**src/rtl/decoder_scan_ctrl.sv**
```systemverilog
// Scan controller driving a 3-to-8 decoder: steps through enabled channels
// with a fixed break-before-make blank gap, single-pass or continuous.
module decoder_scan_ctrl #(
    parameter int unsigned BLANK_CYC = 1
) (
    input  logic       clk,
    input  logic       rst,
    input  logic       start,
    input  logic       stop,
    input  logic       single,
    input  logic [7:0] ch_mask,
    input  logic [7:0] dwell,
    output logic       A,
    output logic       B,
    output logic       C,
    output logic       en,
    output logic       busy,
    output logic       ch_tick,
    output logic       wrap,
    output logic       done
);

    typedef enum logic [1:0] {
        IDLE   = 2'd0,
        ACTIVE = 2'd1,
        BLANK  = 2'd2,
        DONE   = 2'd3
    } state_t;

    state_t      state_q, state_d;
    logic [2:0]  idx_q, idx_d;
    logic [7:0]  cnt_q, cnt_d;
    logic [3:0]  bcnt_q, bcnt_d;
    logic [7:0]  mask_q, mask_d;
    logic [7:0]  dwell_q, dwell_d;
    logic        single_q, single_d;
    logic        en_q, en_d;
    logic        busy_q, busy_d;
    logic        tick_q, tick_d;
    logic        wrap_q, wrap_d;
    logic        done_q, done_d;

    // {found, index} of the lowest set bit
    function automatic logic [3:0] lowest(input logic [7:0] m);
        logic [3:0] r;
        r = 4'd0;
        for (int i = 7; i >= 0; i--) begin
            if (m[i]) r = {1'b1, 3'(i)};
        end
        return r;
    endfunction

    // {found, index} of the lowest set bit strictly above cur
    function automatic logic [3:0] next_above(input logic [7:0] m,
                                              input logic [2:0] cur);
        logic [3:0] r;
        r = 4'd0;
        for (int i = 7; i >= 0; i--) begin
            if (m[i] && (i > int'(cur))) r = {1'b1, 3'(i)};
        end
        return r;
    endfunction

    logic [3:0] low_in, low_cap, nxt;

    assign low_in  = lowest(ch_mask);
    assign low_cap = lowest(mask_q);
    assign nxt     = next_above(mask_q, idx_q);

    always_comb begin
        state_d  = state_q;
        idx_d    = idx_q;
        cnt_d    = cnt_q;
        bcnt_d   = bcnt_q;
        mask_d   = mask_q;
        dwell_d  = dwell_q;
        single_d = single_q;
        wrap_d   = 1'b0;
        unique case (state_q)
            IDLE: begin
                if (start && !stop) begin
                    mask_d   = ch_mask;
                    dwell_d  = dwell;
                    single_d = single;
                    if (low_in[3]) begin
                        state_d = ACTIVE;
                        idx_d   = low_in[2:0];
                        cnt_d   = dwell;
                    end else begin
                        state_d = DONE;
                    end
                end
            end
            ACTIVE: begin
                if (stop) begin
                    state_d = IDLE;
                end else if (cnt_q == 8'd0) begin
                    state_d = BLANK;
                    bcnt_d  = 4'(BLANK_CYC - 1);
                end else begin
                    cnt_d = cnt_q - 8'd1;
                end
            end
            BLANK: begin
                if (stop) begin
                    state_d = IDLE;
                end else if (bcnt_q != 4'd0) begin
                    bcnt_d = bcnt_q - 4'd1;
                end else if (nxt[3]) begin
                    state_d = ACTIVE;
                    idx_d   = nxt[2:0];
                    cnt_d   = dwell_q;
                end else if (single_q || !low_cap[3]) begin
                    state_d = DONE;
                end else begin
                    state_d = ACTIVE;
                    idx_d   = low_cap[2:0];
                    cnt_d   = dwell_q;
                    wrap_d  = 1'b1;
                end
            end
            DONE: begin
                state_d = IDLE;
            end
        endcase
        // Outputs are registered from the next state
        en_d   = (state_d == ACTIVE);
        busy_d = (state_d != IDLE);
        tick_d = en_d && (cnt_d == 8'd0);
        done_d = (state_d == DONE);
    end

    always_ff @(posedge clk or posedge rst) begin
        if (rst) begin
            state_q  <= IDLE;
            idx_q    <= 3'd0;
            cnt_q    <= 8'd0;
            bcnt_q   <= 4'd0;
            mask_q   <= 8'd0;
            dwell_q  <= 8'd0;
            single_q <= 1'b0;
            en_q     <= 1'b0;
            busy_q   <= 1'b0;
            tick_q   <= 1'b0;
            wrap_q   <= 1'b0;
            done_q   <= 1'b0;
        end else begin
            state_q  <= state_d;
            idx_q    <= idx_d;
            cnt_q    <= cnt_d;
            bcnt_q   <= bcnt_d;
            mask_q   <= mask_d;
            dwell_q  <= dwell_d;
            single_q <= single_d;
            en_q     <= en_d;
            busy_q   <= busy_d;
            tick_q   <= tick_d;
            wrap_q   <= wrap_d;
            done_q   <= done_d;
        end
    end

    assign A       = idx_q[2];
    assign B       = idx_q[1];
    assign C       = idx_q[0];
    assign en      = en_q;
    assign busy    = busy_q;
    assign ch_tick = tick_q;
    assign wrap    = wrap_q;
    assign done    = done_q;

endmodule

```
**config.mk**
```make
export PLATFORM = sky130hd
export DESIGN_NAME = decoder_scan_ctrl
export DESIGN_NICKNAME = d
export VERILOG_FILES = /design/src/rtl/decoder_scan_ctrl.sv
export SDC_FILE = /design/constraint.sdc
export NUM_CORES = 1
export LEC_CHECK = 0
export BUFFER_PORTS_ARGS = -buffer_cell sky130_fd_sc_hd__buf_2
export CORE_MARGIN = 1
export CORE_UTILIZATION = 59
export DETAILED_ROUTE_END_ITERATION = 6
export GPL_TIMING_DRIVEN = 1
export HOLD_SLACK_MARGIN = 0.05
export PLACE_DENSITY = 0.87
export SYNTH_ARGS = -nofsm -noshare
export SYNTH_HDL_FRONTEND = slang
export SYNTH_SLANG_ARGS = --single-unit
```
**constraint.sdc**
```tcl
create_clock -name clk -period 3.4 [get_ports clk]
set_input_delay 0.17 -clock clk [delete_from_list [all_inputs] [get_ports clk]]
set_output_delay 0.17 -clock clk [all_outputs]
set_load 0.02 [all_outputs]
```
==> key figures, run 1 <==
Routing
  • Met2 wire length: 2.727 mm
  • Routed Antenna Nets: 0
  • Vias/cell: 6.468
  • First-iteration detailed-routing DRC count: 239
  • DRT Pass-1 Iters: 5
  • Routed WL per cell: 17.17 µm
  • Remaining DRCs: 0
  • Highest routed layer: met4
  • DRT Wirelength: 6.353 mm
  • Wire length on met1: 2.938 mm
  • WL met3: 569 µm
  • Vias: 2393

Hold path
  • Worst hold path class: input port to flip-flop

Worst setup path
  • Worst setup SP type: flip-flop
  • Data arrival time of the worst path: 3.12 ns
  • CP Max Fanout: 9
  • WP data required: 3.60 ns
  • Critical path class: flip-flop to flip-flop
  • Crit end category: flip-flop
  • Reg2reg setup slack: 0.48 ns

STA
  • RSZ-0062 raised after global routing: no
  • Worst Max-Slew Pin Slew: 1.048 ns
  • Setup TNS Final: 0 ns
  • Tmin final: 2.917 ns
  • Tightest hold margin: 0.1121 ns
  • Final hold violations: 0
  • Maximum clock rate: 342.8 MHz
  • Crit share post-route: 0.8580
  • Slew margin rel.: 0.3014
  • Final Max Slew Viols: 0
  • Final setup vio count: 0
  • Fin Clk Skew: 0.005170 ns

Clocking
  • Setup Buffers After CTS: 0
  • Root Driver: clkbuf_8
  • Htree depth: 2
  • Cts bufs inserted: 5
  • Worst-path clk slew: 0.07 ns
  • Post-CTS sizing: 0
  • Max Root-Sink Buffers: 2
  • CTS tree: done
  • Clock latency on the worst-skew pair: 0.29 ns
  • Number of clock sinks: 39
  • Hold buffer count at cts: 0

Synthesis
  • Post-Syn Area: 2569 µm²
  • Top_reg_cell synth: dfrtp_1
  • Ys async rst share: 1.000
  • Top cell type's share of synthesized area: 0.3799
  • Seq/Total Area, Yosys: 0.3799
  • Largest area contributor in the netlist: dfrtp_1
  • Ranking of synthesized cells by area: dfrtp_1 (38%), mux2_2 (7.0%), mux2i_1 (4.7%), a21oi_1 (4.3%), o21ai_0 (3.7%)
  • Ys Warns: 0
  • Syn_nets: 316
  • Cell count after synthesis: 291
  • Register bit total from synthesis: 39
  • Synth unique cells: 57
  • Post-synth EDFFs: 0
  • Syn avg cell area: 8.827 µm²

Power and ir drop
  • Sw power: 0.0007507 W
  • Clock share of power: 0.158
  • PwrDens: 634.6 nW/µm²
  • Combinational power share: 0.430
  • Pint: 0.001060 W
  • Peak supply drop: 0.3730 mV
  • Sw Ratio: 0.4147
  • Lkg Pwr: 1.243 nW
  • Reg power frac: 0.412

Floorplan
  • Die Ht: 67.98 µm
  • Io pins: 29
  • Std-Cell Rows: 23
  • Core region area: 4086 µm²
  • Initial core utilization: 0.6286
  • Die width: 67.98 µm
  • DIE AREA: 4621 µm²

Global route
  • Total gr overflow: 0
  • Initial antenna violation count: 0
  • Vias in the first global route: 2125
  • First-pass GRT wire length: 10.41 mm
  • Total track usage: 0.3083
  • Largest net degree at the start of global routing: 30

Layout
  • Area grow syn2layout: 11.06%
  • Fin util: 0.6981
  • Antenna cells: 0
  • NumNets Final: 346
  • Fraction of final layout cells sized beyond drive strength 1: 0.2063

Status
  • Status: completed

Run
  • Max Cap Viol: 0

Place
  • Dpl hpwl: 4.721 mm
  • IO buf count: 28
  • GP Congestion: 1.084
power by group through the flow:
stage | sequential (W) | clock, W | combinational (W)
global route | 0.000770 | 0.000309 | 0.000855
detailed placement | 0.000748 | 0 | 0.000750
floorplan | 0.000702 | 0 | 0.000592
CTS | 0.000740 | 0.000289 | 0.000757
finish | 0.000747 | 0.000286 | 0.000778
global placement | 0.000742 | 0 | 0.000740
Yosys cell counts, types with 3 or more instances:
cell      count
nor2b_1       6
nand2_1      25
ha_1          4
o21bai_1      5
inv_1        17
a21oi_1      22
or3b_1        3
nor3_1        9
clkbuf_1     10
o211ai_1      4
nand2b_1      5
mux2i_1      12
o21ai_0      19
nor4_1        7
or2_2         3
o221ai_1      3
and2_1        3
nand3_1       4
mux2_2       16
nor2_1       24
dfrtp_1      39
a31oi_1       3
or4_1         3
o22ai_1       4
final cells by class:
| class | count | area, µm² |
|---|---|---|
| Sequential cell | 39 | 975.9 |
| Tap cell | 50 | 62.56 |
| Multi-Input combinational cell | 224 | 1493 |
| Inverter | 17 | 63.81 |
| Clock buffer | 6 | 72.57 |
| Timing Repair Buffer | 34 | 185.2 |
| Fill cell | 332 | 1234 |
cell families after synthesis:
group	synth area share
xor+xnor	0.006821
compound gates	0.2168
buf+inv	0.04140
mux	0.1169
simple gates	0.2187
fa+ha+maj	0.01948
flops	0.3799
layer usage:
metal | up-vias | track usage
li1 | 1135 | -
met5 | - | 0
met4 | 0 | 0.1146
met3 | 19 | 0.07833
met1 | 1103 | 0.4447
met2 | 136 | 0.4387
critical path, cell delays in order, from the launching register on:
cell	delay, ns
dfrtp_1	0.47
inv_1	0.15
ha_1	0.20
or3b_1	0.45
nor3b_1	0.49
nand4b_1	0.20
o211ai_1	0.10
a31o_2	0.24
or3_1	0.39
nor4_2	0.14
flip-flops by register name, summed over array words and instances (netlist names):
name	flops
bcnt_q	4
single_q	1
state_q	2
busy	1
idx_q	3
mask_q	8
ch_tick	1
wrap	1
en	1
dwell_q	8
cnt_q	8
done	1
metrics by stage:
stage          worst slack (ns)  power [W]  cells  cell area, µm²
2_1_floorplan            0.7375   0.001295    291            2569
3_3_place_gp             0.5967   0.001482    364            2780
3_5_place_dp             0.5502   0.001498    364            2780
4_1_cts                  0.5311   0.001786    370            2853
5_1_grt                  0.2380   0.001934    370            2853
6_report                 0.4827   0.001810    370            2853
path summary, 6_finish.rpt:
check                                  startpoint                      to  cells past startpoint
max in group asynchronous                     rst      cnt_q[3]$_DFF_PP0_                      3
min                                        single    single_q$_DFFE_PP0P_                      2
min in group asynchronous                     rst  dwell_q[7]$_DFFE_PP0P_                      2
max                            cnt_q[0]$_DFF_PP0_       ch_tick$_DFF_PP0_                      9
min reg2reg                dwell_q[1]$_DFFE_PP0P_  dwell_q[1]$_DFFE_PP0P_                      1
max reg2reg                    cnt_q[0]$_DFF_PP0_       ch_tick$_DFF_PP0_                      9
cell usage in the layout, fill, tap and decap left out, types with 4 or more instances in the layout:
cell,instances
o21ai_0,19
nor3_1,9
mux2_2,16
a21oi_1,22
o211ai_1,4
nand3_1,4
nor2_1,24
o22ai_1,4
ha_1,4
buf_4,6
mux2i_1,12
nor2b_1,6
nand2_1,25
clkbuf_8,5
dfrtp_1,39
nand2b_1,5
o21bai_1,5
inv_1,17
nor4_1,7
buf_2,28
(Power assumes the default switching activity.)
==> run 2: changes to the inputs <==
--- a/config.mk
+++ b/config.mk
@@ -7,11 +7,11 @@
 export LEC_CHECK = 0
 export BUFFER_PORTS_ARGS = -buffer_cell sky130_fd_sc_hd__buf_2
 export CORE_MARGIN = 1
-export CORE_UTILIZATION = 59
+export CORE_UTILIZATION = 55
 export DETAILED_ROUTE_END_ITERATION = 6
 export GPL_TIMING_DRIVEN = 1
 export HOLD_SLACK_MARGIN = 0.05
-export PLACE_DENSITY = 0.87
+export PLACE_DENSITY = 0.83
 export SYNTH_ARGS = -nofsm -noshare
 export SYNTH_HDL_FRONTEND = slang
 export SYNTH_SLANG_ARGS = --single-unit
==> key figures, run 2 (synthesis gave the netlist of run 1 again) <==
Floorplan
  • DIE AREA: 4948 µm² (was 4621 µm²)
  • Std-Cell Rows: 24 (was 23)
  • Initial core utilization: 0.5819 (was 0.6286)
  • Die width: 70.34 µm (was 67.98 µm)
  • Core region area: 4414 µm² (was 4086 µm²)
  • Io pins: 29 (unchanged)
  • Die Ht: 70.34 µm (was 67.98 µm)

Clocking
  • CTS tree: done (unchanged)
  • Clock latency on the worst-skew pair: 0.30 ns (was 0.29 ns)
  • Hold buffer count at cts: 0 (unchanged)
  • Setup Buffers After CTS: 0 (unchanged)
  • Cts bufs inserted: 5 (unchanged)
  • Max Root-Sink Buffers: 2 (unchanged)
  • Htree depth: 2 (unchanged)
  • Root Driver: clkbuf_8 (unchanged)
  • Worst-path clk slew: 0.08 ns (was 0.07 ns)
  • Number of clock sinks: 39 (unchanged)
  • Post-CTS sizing: 0 (unchanged)

Worst setup path
  • Worst setup SP type: flip-flop (unchanged)
  • CP Max Fanout: 9 (unchanged)
  • Crit-path cells: inv_1 > ha_1 > or3b_1 > nor3b_1 > nand4b_1 > o211ai_1 > a31o_2 > or3_1 > nor4_2 (unchanged)
  • WP depth: 9 (unchanged)
  • WP buf/inv: 1 (unchanged)
  • Critical path class: flip-flop to flip-flop (unchanged)
  • CP max stage delay: 0.52 ns (was 0.49 ns)
  • Crit end category: flip-flop (unchanged)
  • Data arrival time of the worst path: 3.21 ns (was 3.12 ns)
  • Reg2Reg Depth: 9 (unchanged)
  • CP max stage cell: nor3b_1 (unchanged)
  • Crit-path leading delay family: simple AND/OR/NAND/NOR gates (unchanged)
  • WP data required: 3.60 ns (about the same)

Routing
  • Routed Antenna Nets: 0 (unchanged)
  • Vias/cell: 6.483 (was 6.468)
  • DRT Pass-1 Iters: 5 (unchanged)
  • Remaining DRCs: 0 (unchanged)
  • DRT Wirelength: 6.489 mm (was 6.353 mm)
  • Routed WL per cell: 17.30 µm (was 17.17 µm)
  • First-iteration detailed-routing DRC count: 335 (was 239)
  • Vias: 2431 (was 2393)

Global route
  • Total gr overflow: 0 (unchanged)
  • Total track usage: 0.2823 (was 0.3083)
  • Vias in the first global route: 2290 (was 2125)
  • Largest net degree at the start of global routing: 27 (was 30)
  • First-pass GRT wire length: 11.03 mm (was 10.41 mm)
  • Initial antenna violation count: 0 (unchanged)

Layout
  • Fin util: 0.6536 (was 0.6981)
  • Fraction of final layout cells sized beyond drive strength 1: 0.2167 (was 0.2063)
  • Area of the multi-input gates: 1493 µm² (unchanged)
  • Area grow syn2layout: 12.32% (was 11.06%)
  • Top Registers: cnt_q (8), dwell_q (8), mask_q (8) (unchanged)
  • Most common cell after layout, fill and taps aside: dfrtp_1 (unchanged)
  • Register Area: 975.9 µm² (unchanged)
  • Antenna cells: 0 (unchanged)
  • Final instance area: 2885 µm² (was 2853 µm²)
  • NumNets Final: 348 (was 346)
  • Most frequent cells in the layout: dfrtp_1 (39), buf_2 (28), nand2_1 (25), nor2_1 (24), a21oi_1 (22) (unchanged)
  • Filler instances: 368 (was 332)

STA
  • Maximum clock rate: 333.1 MHz (was 342.8 MHz)
  • Tmin final: 3.002 ns (was 2.917 ns)
  • Fin Clk Skew: 0.008402 ns (was 0.005170 ns)
  • RSZ-0062 raised after global routing: no (unchanged)
  • Final Max Slew Viols: 0 (unchanged)
  • Final setup vio count: 0 (unchanged)
  • Worst Max-Slew Pin Slew: 0.9950 ns (was 1.048 ns)
  • Setup TNS Final: 0 ns (unchanged)
  • Final worst slack: 0.3982 ns (was 0.4827 ns)
  • Slew margin rel.: 0.3359 (was 0.3014)
  • Crit share post-route: 0.8829 (was 0.8580)
  • Final hold violations: 0 (unchanged)

Status
  • Status: completed (unchanged)

Hold path
  • Worst hold path class: input port to asynchronous set/reset pin (was input port to flip-flop)

Power and ir drop
  • Lkg Pwr: 1.263 nW (was 1.243 nW)
  • Peak supply drop: 0.3909 mV (was 0.3730 mV)
  • Combinational power share: 0.419 (was 0.430)
  • Clock share of power: 0.175 (was 0.158)
  • PwrDens: 640.0 nW/µm² (was 634.6 nW/µm²)
  • Total power: 0.001847 W (was 0.001810 W)
  • Pint: 0.001084 W (was 0.001060 W)
  • Sw Ratio: 0.4127 (was 0.4147)
  • Reg power frac: 0.406 (was 0.412)
  • Sw power: 0.0007622 W (was 0.0007507 W)

Run
  • Max Cap Viol: 0 (unchanged)

Place
  • GP Congestion: 0.9999 (was 1.084)
  • Dpl hpwl: 4.858 mm (was 4.721 mm)
  • Setup WS pre-CTS: 0.5108 ns (was 0.5502 ns)
  • IO buf count: 28 (unchanged)
  • Post-DP Area: 2798 µm² (was 2780 µm²)
-- run 2: area by class of cell --
class	instances	area share
Multi-Input combinational cell	224	0.5173
Timing Repair Buffer	36	0.06938
Clock buffer	6	0.02862
Tap cell	52	0.02255
Clock inverter	1	0.001735
Sequential cell	39	0.3382
Inverter	17	0.02212
-- run 2: worst paths after layout --
check                                       start                endpoint  slack (ns)
hold / removal                                rst  dwell_q[6]$_DFFE_PP0P_         0.1
hold reg to reg            dwell_q[3]$_DFFE_PP0P_  dwell_q[3]$_DFFE_PP0P_        0.50
min in group clk                         dwell[0]  dwell_q[0]$_DFFE_PP0P_        0.12
max in group asynchronous                     rst   mask_q[3]$_DFFE_PP0P_        2.52
setup / recovery               cnt_q[0]$_DFF_PP0_       ch_tick$_DFF_PP0_        0.40
setup reg to reg               cnt_q[0]$_DFF_PP0_       ch_tick$_DFF_PP0_        0.40
-- run 2: through the flow --
step	std cells	hold WS [ns]
2_1_floorplan	291	0.2868
3_3_place_gp	368	0.4185
3_5_place_dp	368	0.4228
4_1_cts	375	0.1170
5_1_grt	375	0.1150
6_report	375	0.09874
-- run 2: per-layer routing --
layer,track usage,routed length (µm),up-vias
li1,-,-,1146
met1,0.4126,2888,1134
met2,0.4042,2881,133
met3,0.06494,598,18
met4,0.1044,119,0
met5,0,0,-
-- run 2: power by group through the flow --
stage	combinational, W	clock [W]	sequential (W)
floorplan	0.000592	0	0.000702
global placement	0.000738	0	0.000743
detailed placement	0.000758	0	0.000751
CTS	0.000764	0.000324	0.000742
global route	0.000851	0.000345	0.000771
finish	0.000774	0.000323	0.000750
==> run 3: changes to the inputs <==
--- a/config.mk
+++ b/config.mk
@@ -6,12 +6,14 @@
 export NUM_CORES = 1
 export LEC_CHECK = 0
 export BUFFER_PORTS_ARGS = -buffer_cell sky130_fd_sc_hd__buf_2
+export CORE_ASPECT_RATIO = 1.75
 export CORE_MARGIN = 1
 export CORE_UTILIZATION = 55
 export DETAILED_ROUTE_END_ITERATION = 6
 export GPL_TIMING_DRIVEN = 1
 export HOLD_SLACK_MARGIN = 0.05
 export PLACE_DENSITY = 0.83
+export SETUP_SLACK_MARGIN = 0.3
 export SYNTH_ARGS = -nofsm -noshare
 export SYNTH_HDL_FRONTEND = slang
 export SYNTH_SLANG_ARGS = --single-unit
==> key figures, run 3 (synthesis gave the netlist of run 1 again) <==
Status
  • Status: completed (unchanged)

Routing
  • DRT Wirelength: 7.299 mm (was 6.489 mm)
  • Remaining DRCs: 0 (unchanged)
  • Routed Antenna Nets: 0 (unchanged)
  • Vias/cell: 6.680 (was 6.483)
  • Vias: 2485 (was 2431)
  • First-iteration detailed-routing DRC count: 125 (was 335)
  • Routed WL per cell: 19.62 µm (was 17.30 µm)
  • DRT Pass-1 Iters: 5 (unchanged)

Power and ir drop
  • Total power: 0.002002 W (was 0.001847 W)
  • Peak supply drop: 0.4816 mV (was 0.3909 mV)
  • Lkg Pwr: 1.266 nW (was 1.263 nW)
  • PwrDens: 686.5 nW/µm² (was 640.0 nW/µm²)

Clocking
  • Number of clock sinks: 39 (unchanged)
  • CTS tree: done (unchanged)
  • Root Driver: clkbuf_8 (unchanged)
  • Htree depth: 2 (unchanged)
  • Cts bufs inserted: 5 (unchanged)
  • Max Root-Sink Buffers: 2 (unchanged)
  • Worst-path clk slew: 0.08 ns (about the same)
  • Clock latency on the worst-skew pair: 0.30 ns (about the same)
  • Setup Buffers After CTS: 0 (unchanged)

Place
  • IO buf count: 28 (unchanged)
  • Dpl hpwl: 5.535 mm (was 4.858 mm)
  • GP Congestion: 1.007 (was 0.9999)
  • Post-DP Area: 2766 µm² (was 2798 µm²)

Layout
  • Most frequent cells in the layout: dfrtp_1 (39), buf_2 (28), nand2_1 (25), nor2_1 (24), a21oi_1 (22) (unchanged)
  • Area of the multi-input gates: 1500 µm² (was 1493 µm²)
  • NumNets Final: 345 (was 348)
  • Filler instances: 380 (was 368)
  • Antenna cells: 0 (unchanged)
  • Fraction of final layout cells sized beyond drive strength 1: 0.2087 (was 0.2167)
  • Final instance area: 2917 µm² (was 2885 µm²)
  • Area grow syn2layout: 13.54% (was 12.32%)
  • Top Registers: cnt_q (8), dwell_q (8), mask_q (8) (unchanged)
  • Most common cell after layout, fill and taps aside: dfrtp_1 (unchanged)
  • Register Area: 975.9 µm² (unchanged)

Hold path
  • Worst Hold Launch: single
  • Worst hold path class: input port to flip-flop (was input port to asynchronous set/reset pin)
  • Hold EP: single_q$_DFFE_PP0P_
  • Hold path cells: 2

Floorplan
  • Core region area: 4444 µm² (was 4414 µm²)
  • Initial core utilization: 0.5780 (was 0.5819)
  • Std-Cell Rows: 32 (was 24)
  • DIE AREA: 4958 µm² (was 4948 µm²)
  • Die width: 53.66 µm (was 70.34 µm)
  • Io pins: 29 (unchanged)
  • Die Ht: 92.41 µm (was 70.34 µm)

Worst setup path
  • Reg-to-Reg End: ch_tick$_DFF_PP0_ (unchanged)
  • Crit end category: flip-flop (unchanged)
  • Data arrival time of the worst path: 3.10 ns (was 3.21 ns)
  • Reg2Reg Depth: 9 (unchanged)
  • CP Max Fanout: 9 (unchanged)
  • WP data required: 3.61 ns (was 3.60 ns)
  • RR Startpoint: cnt_q[0]$_DFF_PP0_ (unchanged)
  • Worst setup SP type: flip-flop (unchanged)
  • Critical path class: flip-flop to flip-flop (unchanged)
  • Reg2reg setup slack: 0.51 ns (was 0.40 ns)

Global route
  • Vias in the first global route: 2399 (was 2290)
  • Total gr overflow: 0 (unchanged)
  • Total track usage: 0.3332 (was 0.2823)
  • First-pass GRT wire length: 11.90 mm (was 11.03 mm)
  • Initial antenna violation count: 0 (unchanged)
  • Largest net degree at the start of global routing: 40 (was 27)

STA
  • Slew margin rel.: 0.2611 (was 0.3359)
  • Crit share post-route: 0.8494 (was 0.8829)
  • Final hold violations: 0 (unchanged)
  • Final Max Slew Viols: 0 (unchanged)
  • Fin Clk Skew: 0.002317 ns (was 0.008402 ns)
  • Maximum clock rate: 346.3 MHz (was 333.1 MHz)
  • RSZ-0062 raised after global routing: no (unchanged)
  • Tmin final: 2.888 ns (was 3.002 ns)
  • Worst Max-Slew Pin Slew: 1.108 ns (was 0.9950 ns)
  • Setup TNS Final: 0 ns (unchanged)
  • Final setup vio count: 0 (unchanged)

Run
  • Max Cap Viol: 0 (unchanged)
==> run 3: cell types whose count changed in the layout (fill, tap and decap cells not counted) <==
| cell | previous run | this run |
|---|---|---|
| buf_4 | 8 | 4 |
| bufinv_16 | 0 | 2 |
| a41oi_1 | 1 | 0 |
| a41oi_2 | 0 | 1 |
| clkbuf_1 | 0 | 1 |
| clkbuf_8 | 6 | 5 |
| clkinv_2 | 1 | 0 |
| dlygate4sd3_1 | 0 | 1 |
==> run 3: metrics by stage <==
step / setup slack (ns) / hold slack (ns) / utilization / cells
finish: 0.5119 / 0.1034 / 0.6563 / 372
global route: 0.3184 / 0.1134 / 0.6563 / 372
floorplan: 0.7375 / 0.2868 / - / 291
detailed placement: 0.4948 / 0.3225 / 0.6225 / 363
global placement: 0.5596 / 0.3110 / 0.6225 / 363
CTS: 0.4756 / 0.1080 / 0.6546 / 372
==> run 3: layer usage <==
layer / vias to the layer above / GRT usage / part of all wire
met2: 117 / 0.5741 / 0.54
met1: 1190 / 0.3555 / 0.34
met5: - / 0 / 0
met3: 43 / 0.05747 / 0.056
li1: 1135 / - / -
met4: 0 / 0.1996 / 0.065
==> run 3: worst max path at each step <==
stage                     cells after the start                   from                 to  slack [ns]
after floorplan                              10     cnt_q[0]$_DFF_PP0_  ch_tick$_DFF_PP0_        0.74
after global placement                        9  bcnt_q[0]$_DFFE_PP0P_  ch_tick$_DFF_PP0_        0.56
after detailed placement                      9  bcnt_q[0]$_DFFE_PP0P_  ch_tick$_DFF_PP0_        0.49
after CTS                                     9  bcnt_q[0]$_DFFE_PP0P_  ch_tick$_DFF_PP0_        0.48
after global routing                          9     cnt_q[0]$_DFF_PP0_  ch_tick$_DFF_PP0_        0.32
final                                         9     cnt_q[0]$_DFF_PP0_  ch_tick$_DFF_PP0_        0.51
==> run 3: power breakdown <==
group / internal, W / switching (W) / total, W
Combinational: 0.000342 / 0.000441 / 0.000783
Clock: 0.000293 / 0.000171 / 0.000464
Sequential: 0.000578 / 0.000177 / 0.000755
Total: 0.00121 / 0.000789 / 0.00200
==> run 3: critical path, stage by stage, from the launching register on <==
cell	delay (ns)
dfrtp_1	0.48
inv_1	0.15
ha_1	0.21
or3b_1	0.45
or4_1	0.42
nand3_1	0.10
o21ai_1	0.11
a211o_1	0.31
a2111o_1	0.38
nor4_2	0.20
==> run 3: timing repair <==
| action | CTS | global route |
|---|---|---|
| endpoints found under the hold margin | 39 | 0 |
| resized for setup | 0 | 1 |
| endpoints found under the setup margin | 0 | 1 |
| hold buffers | 1 | 0 |
==> run 3: cell type report <==
class	count	area share
sequential	39	0.3346
clock inverter	2	0.02059
inverter	17	0.02188
multi-input combinational	224	0.5144
timing repair buffer	33	0.06178
tap	51	0.02188
clock buffer	6	0.02488
